**config.mk**
```make
export PLATFORM = sky130hd
export DESIGN_NAME = bcd_entry_converter_flat
export DESIGN_NICKNAME = d
export VERILOG_FILES = /design/src/rtl/lab2c_pkg.sv /design/src/rtl/bcd_entry_converter_if.sv /design/src/rtl/bcd_mac10.sv /design/src/rtl/bcd_entry_converter.sv /design/src/flat_wrapper.sv
export SDC_FILE = /design/constraint.sdc
export NUM_CORES = 1
export LEC_CHECK = 0
export ABC_AREA = 1
export BUFFER_PORTS_ARGS = -buffer_cell sky130_fd_sc_hd__buf_2
export CORE_UTILIZATION = 37
export DETAILED_ROUTE_END_ITERATION = 8
export PLACE_DENSITY = 0.56
export SYNTH_ARGS = -nofsm -noshare
export SYNTH_HDL_FRONTEND = slang
export SYNTH_SLANG_ARGS = --single-unit
```
**constraint.sdc**
```tcl
create_clock -name i_clk -period 1.9 [get_ports i_clk]
set_input_delay 0.19 -clock i_clk [delete_from_list [all_inputs] [get_ports i_clk]]
set_output_delay 0.19 -clock i_clk [all_outputs]
set_load 0.005 [all_outputs]
```
**src/rtl/lab2c_pkg.sv**
```systemverilog
// Shared types and constants for the decimal-entry block feeding the 9-bit adder path.
package lab2c_pkg;

    typedef enum logic [1:0] {
        StEntry  = 2'd0,
        StScale  = 2'd1,
        StAdd    = 2'd2,
        StCommit = 2'd3
    } state_t;

    localparam int unsigned SUM_W   = 9;
    localparam int unsigned ACC_W   = 10;
    localparam int unsigned SAT_MAX = 511;
    localparam int unsigned BCD_MAX = 9;

    function automatic logic [SUM_W-1:0] sat_sum(input logic [ACC_W-1:0] acc);
        return (acc > ACC_W'(SAT_MAX)) ? SUM_W'(SAT_MAX) : acc[SUM_W-1:0];
    endfunction

endpackage

```
**src/rtl/bcd_entry_converter_if.sv**
```systemverilog
// Digit-entry handshake and committed-result bundle for bcd_entry_converter.
interface bcd_entry_converter_if;
    import lab2c_pkg::*;

    logic             digit_valid;
    logic [3:0]       digit;
    logic             digit_ready;
    logic             enter;
    logic             clear;
    logic             value_valid;
    logic [SUM_W-1:0] value;
    logic             overflow;
    logic             err_digit;
    logic [1:0]       digit_count;

    modport master (
        output digit_valid, digit, enter, clear,
        input  digit_ready, value_valid, value, overflow, err_digit, digit_count
    );

    modport slave (
        input  digit_valid, digit, enter, clear,
        output digit_ready, value_valid, value, overflow, err_digit, digit_count
    );

endinterface

```
**src/rtl/bcd_mac10.sv**
```systemverilog
// Combinational acc*10 + digit as (acc<<3) + (acc<<1) + digit; inverse of the digit extractor.
module bcd_mac10
    import lab2c_pkg::*;
(
    input  logic [ACC_W-1:0] i_acc,
    input  logic [ACC_W-1:0] i_scaled,
    input  logic [3:0]       i_digit,
    output logic [ACC_W-1:0] o_times8,
    output logic [ACC_W-1:0] o_sum
);

    // Upper bits drop safely: scaling only happens while acc <= 99.
    assign o_times8 = {i_acc[ACC_W-4:0], 3'b000};
    assign o_sum    = i_scaled + {i_acc[ACC_W-2:0], 1'b0} + ACC_W'(i_digit);

endmodule

```
**src/rtl/bcd_entry_converter.sv**
```systemverilog
// Accumulates up to MAX_DIGITS BCD digits (MSD first) and commits a saturated 9-bit binary value.
module bcd_entry_converter
    import lab2c_pkg::*;
#(
    parameter int unsigned MAX_DIGITS = 3
) (
    input  logic                 i_clk,
    input  logic                 i_rst,
    bcd_entry_converter_if.slave bus
);

    state_t           r_state;
    logic [ACC_W-1:0] r_acc;
    logic [ACC_W-1:0] r_tmp;
    logic [3:0]       r_dig;
    logic [1:0]       r_count;
    logic             r_enter_pend;
    logic [SUM_W-1:0] r_value;
    logic             r_overflow;
    logic             r_value_valid;
    logic             r_err_digit;

    logic             w_digit_ready;
    logic             w_accept;
    logic             w_digit_ok;
    logic             w_enter_any;
    logic [ACC_W-1:0] w_times8;
    logic [ACC_W-1:0] w_sum;

    assign w_digit_ready = (r_state == StEntry) && (r_count < 2'(MAX_DIGITS));
    assign w_accept      = bus.digit_valid && w_digit_ready;
    assign w_digit_ok    = (bus.digit <= 4'(BCD_MAX));
    assign w_enter_any   = bus.enter || r_enter_pend;

    bcd_mac10 u_mac (
        .i_acc    (r_acc),
        .i_scaled (r_tmp),
        .i_digit  (r_dig),
        .o_times8 (w_times8),
        .o_sum    (w_sum)
    );

    always_ff @(posedge i_clk) begin
        if (i_rst) begin
            r_state       <= StEntry;
            r_acc         <= '0;
            r_tmp         <= '0;
            r_dig         <= '0;
            r_count       <= '0;
            r_enter_pend  <= 1'b0;
            r_value       <= '0;
            r_overflow    <= 1'b0;
            r_value_valid <= 1'b0;
            r_err_digit   <= 1'b0;
        end else if (bus.clear) begin
            // Abort without touching the last committed value/overflow.
            r_state       <= StEntry;
            r_acc         <= '0;
            r_tmp         <= '0;
            r_count       <= '0;
            r_enter_pend  <= 1'b0;
            r_value_valid <= 1'b0;
            r_err_digit   <= 1'b0;
        end else begin
            r_value_valid <= 1'b0;
            r_err_digit   <= 1'b0;
            if (bus.enter) begin
                r_enter_pend <= 1'b1;
            end
            unique case (r_state)
                StEntry: begin
                    if (w_accept) begin
                        if (w_digit_ok) begin
                            r_dig   <= bus.digit;
                            r_state <= StScale;
                        end else begin
                            r_err_digit <= 1'b1;
                        end
                    end else if (w_enter_any) begin
                        r_state <= StCommit;
                    end
                end
                StScale: begin
                    r_tmp   <= w_times8;
                    r_state <= StAdd;
                end
                StAdd: begin
                    r_acc   <= w_sum;
                    r_count <= r_count + 2'd1;
                    r_state <= w_enter_any ? StCommit : StEntry;
                end
                StCommit: begin
                    r_value       <= sat_sum(r_acc);
                    r_overflow    <= (r_acc > ACC_W'(SAT_MAX));
                    r_value_valid <= 1'b1;
                    r_acc         <= '0;
                    r_count       <= '0;
                    r_enter_pend  <= 1'b0;
                    r_state       <= StEntry;
                end
                default: r_state <= StEntry;
            endcase
        end
    end

    assign bus.digit_ready = w_digit_ready;
    assign bus.value_valid = r_value_valid;
    assign bus.value       = r_value;
    assign bus.overflow    = r_overflow;
    assign bus.err_digit   = r_err_digit;
    assign bus.digit_count = r_count;

endmodule

```
**src/flat_wrapper.sv**
```systemverilog
// flat-port wrapper written by rule: the top's interface ports become plain ports
module bcd_entry_converter_flat import lab2c_pkg::*;
#(
    parameter int unsigned MAX_DIGITS = 3
)
  (i_clk, i_rst, bus_digit_valid, bus_digit, bus_enter, bus_clear, bus_digit_ready, bus_value_valid, bus_value, bus_overflow, bus_err_digit, bus_digit_count);
  bcd_entry_converter_if bus_i ();
  input  logic i_clk;
  input  logic i_rst;
  input wire logic [$bits(bus_i.digit_valid)-1:0] bus_digit_valid;
  input wire logic [$bits(bus_i.digit)-1:0] bus_digit;
  input wire logic [$bits(bus_i.enter)-1:0] bus_enter;
  input wire logic [$bits(bus_i.clear)-1:0] bus_clear;
  output wire logic [$bits(bus_i.digit_ready)-1:0] bus_digit_ready;
  output wire logic [$bits(bus_i.value_valid)-1:0] bus_value_valid;
  output wire logic [$bits(bus_i.value)-1:0] bus_value;
  output wire logic [$bits(bus_i.overflow)-1:0] bus_overflow;
  output wire logic [$bits(bus_i.err_digit)-1:0] bus_err_digit;
  output wire logic [$bits(bus_i.digit_count)-1:0] bus_digit_count;
  assign bus_i.digit_valid = bus_digit_valid;
  assign bus_i.digit = bus_digit;
  assign bus_i.enter = bus_enter;
  assign bus_i.clear = bus_clear;
  assign bus_digit_ready = bus_i.digit_ready;
  assign bus_value_valid = bus_i.value_valid;
  assign bus_value = bus_i.value;
  assign bus_overflow = bus_i.overflow;
  assign bus_err_digit = bus_i.err_digit;
  assign bus_digit_count = bus_i.digit_count;
  bcd_entry_converter #(.MAX_DIGITS(MAX_DIGITS)) u_core (.i_clk(i_clk), .i_rst(i_rst), .bus(bus_i));
endmodule
```
==> results.toml, run 1 <==
[run_status]
status = "finished clean"

[sta]
timing.fmax_mhz = 540
finClkSkew_ps = 5.68
relSlewSlack = 0.808
setup-violations-final = 0
hold_ws_ps = 146
tightest_slew_ps = 288
fin_crit_ps = 1850
setup_tns_ps = 0
drv_slew = 0
fin_crit_sh = 0.975
rsz0062_at_grt = "yes"
finalHoldViolCount = 0

[clock_network]
cts_max_level = 2
cts.sinks = 38
ctsHoldBuffers = 0
cts_made_buffers = 5
post-cts-setup-buffer-count = 0
clkSlewWorstSetupHoldPaths_ps = 70
cts_tree = "built"
clockBufferDepth = 2
cts_root_buf = "clkbuf_8"
clock_latency_ps = 290

[cells_and_area]
fin_cells = 348
fillers = 514
stdcell_area_um2 = 2190
num_antenna_cells = 0
multi_input_area_um2 = 978
nets = 307
seq_area_um2 = 762
drive_gt1_frac = 0.210
area_growth_pct = 19.4

[global_routing]
antenna_found_initial = 0
grt_pass1_vias = 1401
grt_pass1_wl_um = 6690
grt_overflow = 0
grt_max_degree = 21
gr-usage-all-layers = 0.169

[yosys]
synth_area_um2 = 1830
synthTopCellsByArea = "dfxtp_1, nand2_1, ha_1"
synth_fp_nets = 275
synth.top_cells.by_count = "nand2_1, dfxtp_1, inv_1"
synth-edff-count = 0
yosysTopAreaCell = "dfxtp_1"
synthArstFlopShare = 0
synth_ff_type = "dfxtp_1"
synth_top_area_frac = 0.415
yosys_warnings = 0
yosysMostFrequentCell = "nand2_1"
yosys.cell_types.count = 20
ys_seq_elements = 38
syn-instance-count = 249
yosysSeqAreaShare = 0.415
syn_area_per_cell_um2 = 7.36

[placement]
port_buffers = 23
hpwl_um = 3200
placed_cells = 341
gp_congestion = 0.763
place_area_um2 = 2060

[setup_path]
critPathArrivalTime_ps = 2020
critPathMaxFanout = 4
worstPathRequired_ps = 2070
path_class = "flip-flop to flip-flop"
start_kind = "flip-flop"
crit_path_end_kind = "flip-flop"

[power]
share_seq_of_total_power = 0.553
ir_drop_mv = 0.537
p_sw_mw = 0.379
clkPwrFrac = 0.362
switching_share = 0.257
intPower_mw = 1.10
power_frac_comb = 0.085
power.density_nw_per_um2 = 675
power.leakage_nw = 1.01
power_mw = 1.48

[routing]
viasPerCell = 4.66
finalWirelength_um = 4290
drtIter0Drc = 82
vias = 1621
drc_errors = 0
drt-wirelength-per-cell_um = 12.3
ant_nets = 0
drt_first_pass_iters = 4

[die]
initial_core_util = 0.385
io_pins = 24
rows = 25
fp.dieW_um = 72.4
die_area_um2 = 5240
die_y_um = 72.4
design.core.area_um2 = 4750

[job]
cap_violations = 0

[worst_hold_path]
hp-class = "primary input to flip-flop"
power groups by stage:
| stage | Combinational (mW) | Clock [mW] | Sequential (mW) |
|---|---|---|---|
| after floorplan | 0.0779 | 0 | 0.833 |
| after global placement | 0.123 | 0 | 0.834 |
| after detailed placement | 0.124 | 0 | 0.835 |
| after CTS | 0.126 | 0.548 | 0.816 |
| after global routing | 0.143 | 0.574 | 0.817 |
| final | 0.126 | 0.535 | 0.816 |
final cells by class:
type | count | share of cell area
well taps | 67 | 0.0383
inverters | 31 | 0.0532
flip-flops and latches | 38 | 0.348
repair buffers | 30 | 0.0767
clock buffers | 5 | 0.0315
clock inverters | 2 | 0.00458
multi-input cells | 175 | 0.447
stage by stage:
step | worst slack (ps) | util
after global routing | -72.1 | 0.460
after CTS | 12.1 | 0.456
after detailed placement | -58.8 | 0.434
after floorplan | 25.9 | -
after global placement | -19.0 | 0.434
final | 46.9 | 0.460
final timing paths:
path / slack, ps / start / end / cells past startpoint
worst min register to register: 470 / u_core.r_dig[0]$_SDFFE_PP0P_ / u_core.r_acc[0]$_SDFFE_PP0P_ / 2
worst max register to register: 50 / u_core.r_acc[2]$_SDFFE_PP0P_ / u_core.r_acc[6]$_SDFFE_PP0P_ / 9
worst max-delay path: 50 / u_core.r_acc[2]$_SDFFE_PP0P_ / u_core.r_acc[6]$_SDFFE_PP0P_ / 9
worst min-delay path: 150 / bus_digit[0] / u_core.r_dig[0]$_SDFFE_PP0P_ / 3
worst max-delay path, stage by stage (launching register included):
cell	delay [ps]
dfxtp_2	340
inv_2	40
fa_1	540
inv_2	60
fa_2	370
inv_2	60
nor2_2	40
nor3_1	110
nand3b_1	120
a21oi_1	60
layer usage:
layer / part of all wire / track usage
met5: 0 / 0
met1: 0.52 / 0.226
met3: 0.020 / 0.0375
met2: 0.45 / 0.268
met4: 0.0098 / 0.0588
registers in the layout, summed over array words and instances, names as in the netlist:
register and count:
u_core.bus.digit_count 2, u_core.bus.value 9, u_core.r_tmp 7, u_core.r_dig 4, u_core.bus.overflow 1, u_core.r_acc 10, u_core.r_state 2, u_core.r_enter_pend 1
u_core.bus.err_digit 1, u_core.bus.value_valid 1
repair_timing:
item	in CTS	in global routing
pin swaps	3	3
cloned	0	0
endpoints found under the hold margin	0	0
setup endpoints to repair	6	6
resized for setup	7	7
cells in the final DEF, fill, tap and decap left out, types with 2 or more instances in the layout:
master | netlist | routed
inv_1 | 26 | 23
nor2_1 | 15 | 14
clkbuf_8 | 0 | 5
nand2_2 | 1 | 4
nor2_2 | 4 | 5
clkinv_2 | 0 | 2
nand3_1 | 9 | 7
inv_2 | 5 | 8
o21ai_1 | 2 | 3
dfxtp_1 | 38 | 37
ha_1 | 15 | 14
nand2_1 | 70 | 67
a21oi_1 | 24 | 24
nor3_1 | 4 | 4
o21ai_0 | 22 | 21
a211oi_1 | 3 | 3
buf_4 | 0 | 7
buf_2 | 0 | 23
kinds of logic after synthesis:
| logic type | Yosys count | synth area share |
|---|---|---|
| buffers and inverters | 36 | 0.0738 |
| flip-flops | 38 | 0.415 |
| adder cells (fa/ha/maj) | 17 | 0.124 |
| AND/OR/NAND/NOR | 105 | 0.234 |
| AO/OA/AOI/OAI | 53 | 0.152 |
Power figures use the tool's default switching activity.
==> inputs of run 2 (changes only) <==
--- a/config.mk
+++ b/config.mk
@@ -9,7 +9,8 @@
 export BUFFER_PORTS_ARGS = -buffer_cell sky130_fd_sc_hd__buf_2
 export CORE_UTILIZATION = 37
 export DETAILED_ROUTE_END_ITERATION = 8
-export PLACE_DENSITY = 0.56
+export PLACE_DENSITY = 0.55
 export SYNTH_ARGS = -nofsm -noshare
 export SYNTH_HDL_FRONTEND = slang
+export SYNTH_HIERARCHICAL = 1
 export SYNTH_SLANG_ARGS = --single-unit
==> run 2 against run 1 <==
  * The flow now finishes with violations (setup timing)
  * Sequential power rose by 9.9%
  * Hold slack improved by 50 ps
  * Clock skew rose by 1.1 ps
  * Largest cell class unchanged
  * Core utilization fell by 0.75 points
  * Critical endpoint is now u_core/r_acc[7]$_SDFFE_PP0P_
  * Critical path depth rose by 3
==> results.toml, run 2 <==
[run_status]
status = "complete, but fails checks"
violations = "setup timing"

[yosys]
ys_seq_elements = 41
yosys.cell_types.count = 31
yosys_warnings = 6
synthAdderAreaFrac = 0.118
synth_top_family_by_area = "simple AND/OR/NAND/NOR gates"
yosysMostFrequentCell = "nor2_1"
synth-edff-count = 0
synth.top_cells.by_count = "nor2_1, nand2_1, dfxtp_1"
synth_ff_type = "dfxtp_1"
yosys.area_share.xor_xnor = 0.0116
yosysSeqAreaShare = 0.363
synth_area_um2 = 2260
yosysTopAreaCell = "dfxtp_1"
synthArstFlopShare = 0
synth_top_area_frac = 0.363
syn_area_per_cell_um2 = 7.18
synthSimpleGateAreaFrac = 0.295
synthTopCellsByArea = "dfxtp_1, nor2_1, nand2_1"
synth_mux_area_frac = 0
syn-instance-count = 315
synth_compound_area_frac = 0.0802

[sta]
setup-violations-final = 8
finalHoldViolCount = 0
fin_crit_sh = 1.12
setup_slack_ps = -231
finClkSkew_ps = 6.79
rsz0062_at_grt = "yes"
drv_slew = 0
timing.fmax_mhz = 469
fin_crit_ps = 2130

[clock_network]
clockBufferDepth = 2
cts_max_level = 2
cts.sinks = 41
cts_tree = "built"
clock_latency_ps = 300
cts_made_buffers = 5
clkSlewWorstSetupHoldPaths_ps = 90
cts_root_buf = "clkbuf_8"

[routing]
drt_first_pass_iters = 4
vias = 1961
drtIter0Drc = 71
drc_errors = 0
viasPerCell = 4.65
drt-wirelength-per-cell_um = 11.8
finalWirelength_um = 4990
ant_nets = 0

[setup_path]
crit_chain = "inv_2, fa_1, inv_2, ha_4, fa_2, nand2_2, nand2_2, nand3b_1, nand3_1, nand2_1, nand3_1, a21oi_2"
worstPathRequired_ps = 2140
critPathSlowestCell = "fa_1"
crit_path_end_kind = "flip-flop"
slowest_delay_ps = 540
critPathArrivalTime_ps = 2380
path_class = "flip-flop to flip-flop"
start_kind = "flip-flop"
critPathMaxFanout = 3

[cells_and_area]
final_cell_mix = "nor2_1, nand2_1, dfxtp_1, inv_1, buf_2"
fillers = 596
area_growth_pct = 18.4
final_common_cell = "nor2_1"
drive_gt1_frac = 0.251
nets = 374
fin_cells = 422
final_core_util = 0.452
num_antenna_cells = 0

[placement]
placed_cells = 412
gp_congestion = 0.822
dpl_worst_slack_ps = -222
port_buffers = 23
hpwl_um = 3640

[global_routing]
grt_pass1_vias = 1723
grt_overflow = 0
gr-usage-all-layers = 0.168
grt_max_degree = 17
grt_pass1_wl_um = 8180
antenna_found_initial = 0

[power]
ir_drop_mv = 0.289
power.density_nw_per_um2 = 639
power_mw = 1.71
power.leakage_nw = 1.35

[die]
design.core.area_um2 = 5920
fp.dieW_um = 80.2
die_y_um = 80.2
initial_core_util = 0.382
io_pins = 24
rows = 28
die_area_um2 = 6430

[job]
cap_violations = 0

[worst_hold_path]
hp-class = "primary input to flip-flop"
-- run 2: cell count changes after synthesis, sizes merged, moves of 4 or more --
cell    previous run  this run
nor2              19        61
a21oi             24        14
clkbuf             5         1
inv               31        43
o21ai             24        20
nand3              9        27
nand2             71        56
buf                0        17
-- run 2: per-layer routing --
metal | share of wire | vias to the layer above | wire length [µm] | track usage
met2 | 0.46 | 27 | 2290 | 0.265
met5 | 0 | - | 0 | 0
met3 | 0.027 | 4 | 137 | 0.0341
li1 | - | 1037 | - | -
met4 | 0.010 | 0 | 50 | 0.0536
met1 | 0.50 | 893 | 2520 | 0.229
-- run 2: stage by stage --
step	hold WS, ps	instance area, µm²	TNS (ps)
after detailed placement	479	2480	-878
after CTS	184	2630	-826
final	196	2680	-1290
after floorplan	353	2280	-346
after global routing	213	2680	-2020
after global placement	464	2480	-745
-- run 2: layout make-up --
class / instances / area [µm²] / area share
Clock buffer: 6 / 82.6 / 0.0308
Clock inverter: 2 / 13.8 / 0.00514
Inverter: 44 / 170 / 0.0635
Multi-Input combinational cell: 214 / 1240 / 0.465
Sequential cell: 41 / 827 / 0.309
Tap cell: 75 / 93.8 / 0.0350
Timing Repair Buffer: 40 / 246 / 0.0920
-- run 2: what timing repair did --
action	in CTS	in global routing
resized for setup	12	8
setup endpoints to repair	8	8
hold buffers	0	0
buffers inserted	0	2
pin swaps	8	11
-- run 2: report_power, final --
| group | switching, mW | total (mW) | internal, mW |
|---|---|---|---|
| clock | 0.320 | 0.615 | 0.295 |
| combinational | 0.123 | 0.201 | 0.0772 |
| sequential | 0.0176 | 0.897 | 0.879 |
-- run 2: final timing paths --
kind	slack [ps]	start	cells after the start	endpoint
max reg2reg	-230	u_core/r_dig[1]$_SDFFE_PP0P_	12	u_core/r_acc[7]$_SDFFE_PP0P_
max	-230	u_core/r_dig[1]$_SDFFE_PP0P_	12	u_core/r_acc[7]$_SDFFE_PP0P_
min	200	bus_digit[3]	3	u_core/bus.err_digit$_SDFF_PP0_
min reg2reg	480	u_core/r_tmp[1]$_SDFFE_PP0P_	2	u_core/r_tmp[1]$_SDFFE_PP0P_
-- run 2: worst max-delay path: cells and delay by family, from the launching register on --
kind | cells | cell delay (ps)
buf+inv | 2 | 90
flops | 1 | 340
simple gates | 6 | 470
fa+ha+maj | 3 | 1050
compound gates | 1 | 130
-- run 2: kinds of logic after synthesis --
kind of cell               count (synthesis)
and+or+nand+nor                          154
xor gates and xnor gates                   3
other                                      1
AOI/OAI and AO/OA                         35
buffers and inverters                     62
adders and majority gates                 19
DFF                                       41
==> inputs of run 3 (changes only) <==
--- a/config.mk
+++ b/config.mk
@@ -7,9 +7,12 @@
 export LEC_CHECK = 0
 export ABC_AREA = 1
 export BUFFER_PORTS_ARGS = -buffer_cell sky130_fd_sc_hd__buf_2
+export CELL_PAD_IN_SITES_DETAIL_PLACEMENT = 0
+export CELL_PAD_IN_SITES_GLOBAL_PLACEMENT = 1
 export CORE_UTILIZATION = 37
+export CTS_CLUSTER_DIAMETER = 40
 export DETAILED_ROUTE_END_ITERATION = 8
-export PLACE_DENSITY = 0.55
+export PLACE_DENSITY = 0.7
 export SYNTH_ARGS = -nofsm -noshare
 export SYNTH_HDL_FRONTEND = slang
 export SYNTH_HIERARCHICAL = 1
==> constraint.sdc (replaced) <==
create_clock -name i_clk -period 2.03 [get_ports i_clk]
set_input_delay 0.203 -clock i_clk [delete_from_list [all_inputs] [get_ports i_clk]]
set_output_delay 0.203 -clock i_clk [all_outputs]
set_load 0.005 [all_outputs]
==> run 3 against run 2 <==
  * The flow still finishes with violations (setup timing)
  * Critical path depth unchanged
  * Combinational power is 8% lower
  * Sequential share of layout area up 0.36 points
  * Largest cell class unchanged
  * Highest routed layer unchanged
==> results.toml, run 3 (synthesis results as in run 2) <==
[power]
power.density_nw_per_um2 = 646
ir_drop_mv = 0.283
power.leakage_nw = 1.31

[job]
cap_violations = 0

[clock_network]
clockBufferDepth = 2
clock_latency_ps = 290
cts_tree = "built"
cts_root_buf = "clkbuf_8"
ctsHoldBuffers = 0
cts.sinks = 41
clkSlewWorstSetupHoldPaths_ps = 80
cts_max_level = 2
cts_made_buffers = 5

[setup_path]
critPathBufInv = 2
crit_path_end_kind = "flip-flop"
critPathArrivalTime_ps = 2320
critPathMaxFanout = 3
crit_chain = "inv_2, fa_1, inv_2, ha_4, fa_2, nand2_2, nand2_2, nand3b_1, nand3_1, nand2_1, nand3_1, a21oi_1"
slowest_delay_ps = 550
worstRegToRegCells = 12
path_delay_family = "adder cells"
critPathSlowestCell = "fa_1"
start_kind = "flip-flop"
path_class = "flip-flop to flip-flop"
cp_num_cells = 12
worstPathRequired_ps = 2260

[routing]
vias = 1898
drt_first_pass_iters = 4
finalWirelength_um = 5040
drtIter0Drc = 85
ant_nets = 0
viasPerCell = 4.56
drt-wirelength-per-cell_um = 12.1
drc_errors = 0

[placement]
gp_congestion = 0.792
place_area_um2 = 2450
port_buffers = 23
hpwl_um = 3800

[worst_hold_path]
hp-class = "primary input to flip-flop"
hold_path_depth = 5

[sta]
setup_tns_ps = -162
fin_crit_sh = 1.03
finClkSkew_ps = 3.56
fin_crit_ps = 2090
drv_slew = 0
setup-violations-final = 3
setup_slack_ps = -63.7
timing.fmax_mhz = 478
rsz0062_at_grt = "yes"
finalHoldViolCount = 0

[cells_and_area]
area_growth_pct = 17.0
multi_input_area_um2 = 1240
final_common_cell = "nor2_1"
fillers = 636
nets = 368
seq_area_um2 = 827
stdcell_area_um2 = 2650
drive_gt1_frac = 0.240
final_cell_mix = "nor2_1, nand2_1, dfxtp_1, inv_1, buf_2"
num_antenna_cells = 0

[global_routing]
gr-usage-all-layers = 0.167
antenna_found_initial = 0
grt_pass1_vias = 1676
grt_max_degree = 17
grt_pass1_wl_um = 8070
grt_overflow = 0

[die]
io_pins = 24
fp.dieW_um = 80.2
design.core.area_um2 = 5920
initial_core_util = 0.382
rows = 28
die_y_um = 80.2
die_area_um2 = 6430

[run_status]
status = "complete, but fails checks"
violations = "setup timing"
[run 3: changes by cell type in the layout (fill, tap and decap cells not counted), sizes merged]
cell	change
buf	-6
bufinv	+1
clkbuf	+1
clkinv	-2
[run 3: worst paths after layout]
path	endpoint	startpoint	slack, ps
worst max register to register	u_core/r_acc[7]$_SDFFE_PP0P_	u_core/r_dig[1]$_SDFFE_PP0P_	-60
worst min-delay path	u_core/r_dig[0]$_SDFFE_PP0P_	bus_digit[0]	220
worst min register to register	u_core/r_tmp[1]$_SDFFE_PP0P_	u_core/r_tmp[1]$_SDFFE_PP0P_	480
worst max-delay path	u_core/r_acc[7]$_SDFFE_PP0P_	u_core/r_dig[1]$_SDFFE_PP0P_	-60
[run 3: final cells by class]
cell class	count	share of cell area
clock buffers	7	0.0326
clock inverters	1	0.0113
inverters	44	0.0643
multi-input cells	214	0.469
flip-flops and latches	41	0.312
well taps	75	0.0354
repair buffers	34	0.0747
[run 3: report_power, final]
part           leakage, nW  switching (mW)  internal [mW]
clock               0.0585           0.286          0.401
combinational        0.921           0.116         0.0686
sequential           0.334          0.0168          0.823
total                 1.31           0.419           1.29
[run 3: repair_timing]
item                                    CTS  global route
cloned                                    0             0
buffers inserted                          1             1
gates resized for setup                   2            19
hold endpoints to repair                  0             0
pin swaps                                 7            12
endpoints found under the setup margin    4             7
[run 3: stage by stage]
step	power (mW)	worst slack [ps]	instances	hold slack, ps	utilization
detailed placement	1.03	-109	408	478	0.414
floorplan	0.984	-3.31	317	366	-
CTS	1.72	-106	417	216	0.436
global route	1.78	-216	416	231	0.447
finish	1.71	-63.7	416	225	0.447
global placement	1.03	-69.1	408	466	0.414
[run 3: worst reg2reg max path, stage by stage, from the launching register on]
cell and delay (ps):
dfxtp_2 340, inv_2 40, fa_1 550, inv_2 50, ha_4 150, fa_2 340, nand2_2 70, nand2_2 60
nand3b_1 100, nand3_1 80, nand2_1 60, nand3_1 70, a21oi_1 130
[run 3: metal layers]
layer | part of all wire | track usage | vias to the layer above | wire [µm]
met4 | 0.011 | 0.0429 | 0 | 55
met3 | 0.040 | 0.0341 | 5 | 203
li1 | - | - | 1027 | -
met1 | 0.52 | 0.233 | 838 | 2620
met5 | 0 | 0 | - | 0
met2 | 0.43 | 0.261 | 28 | 2150
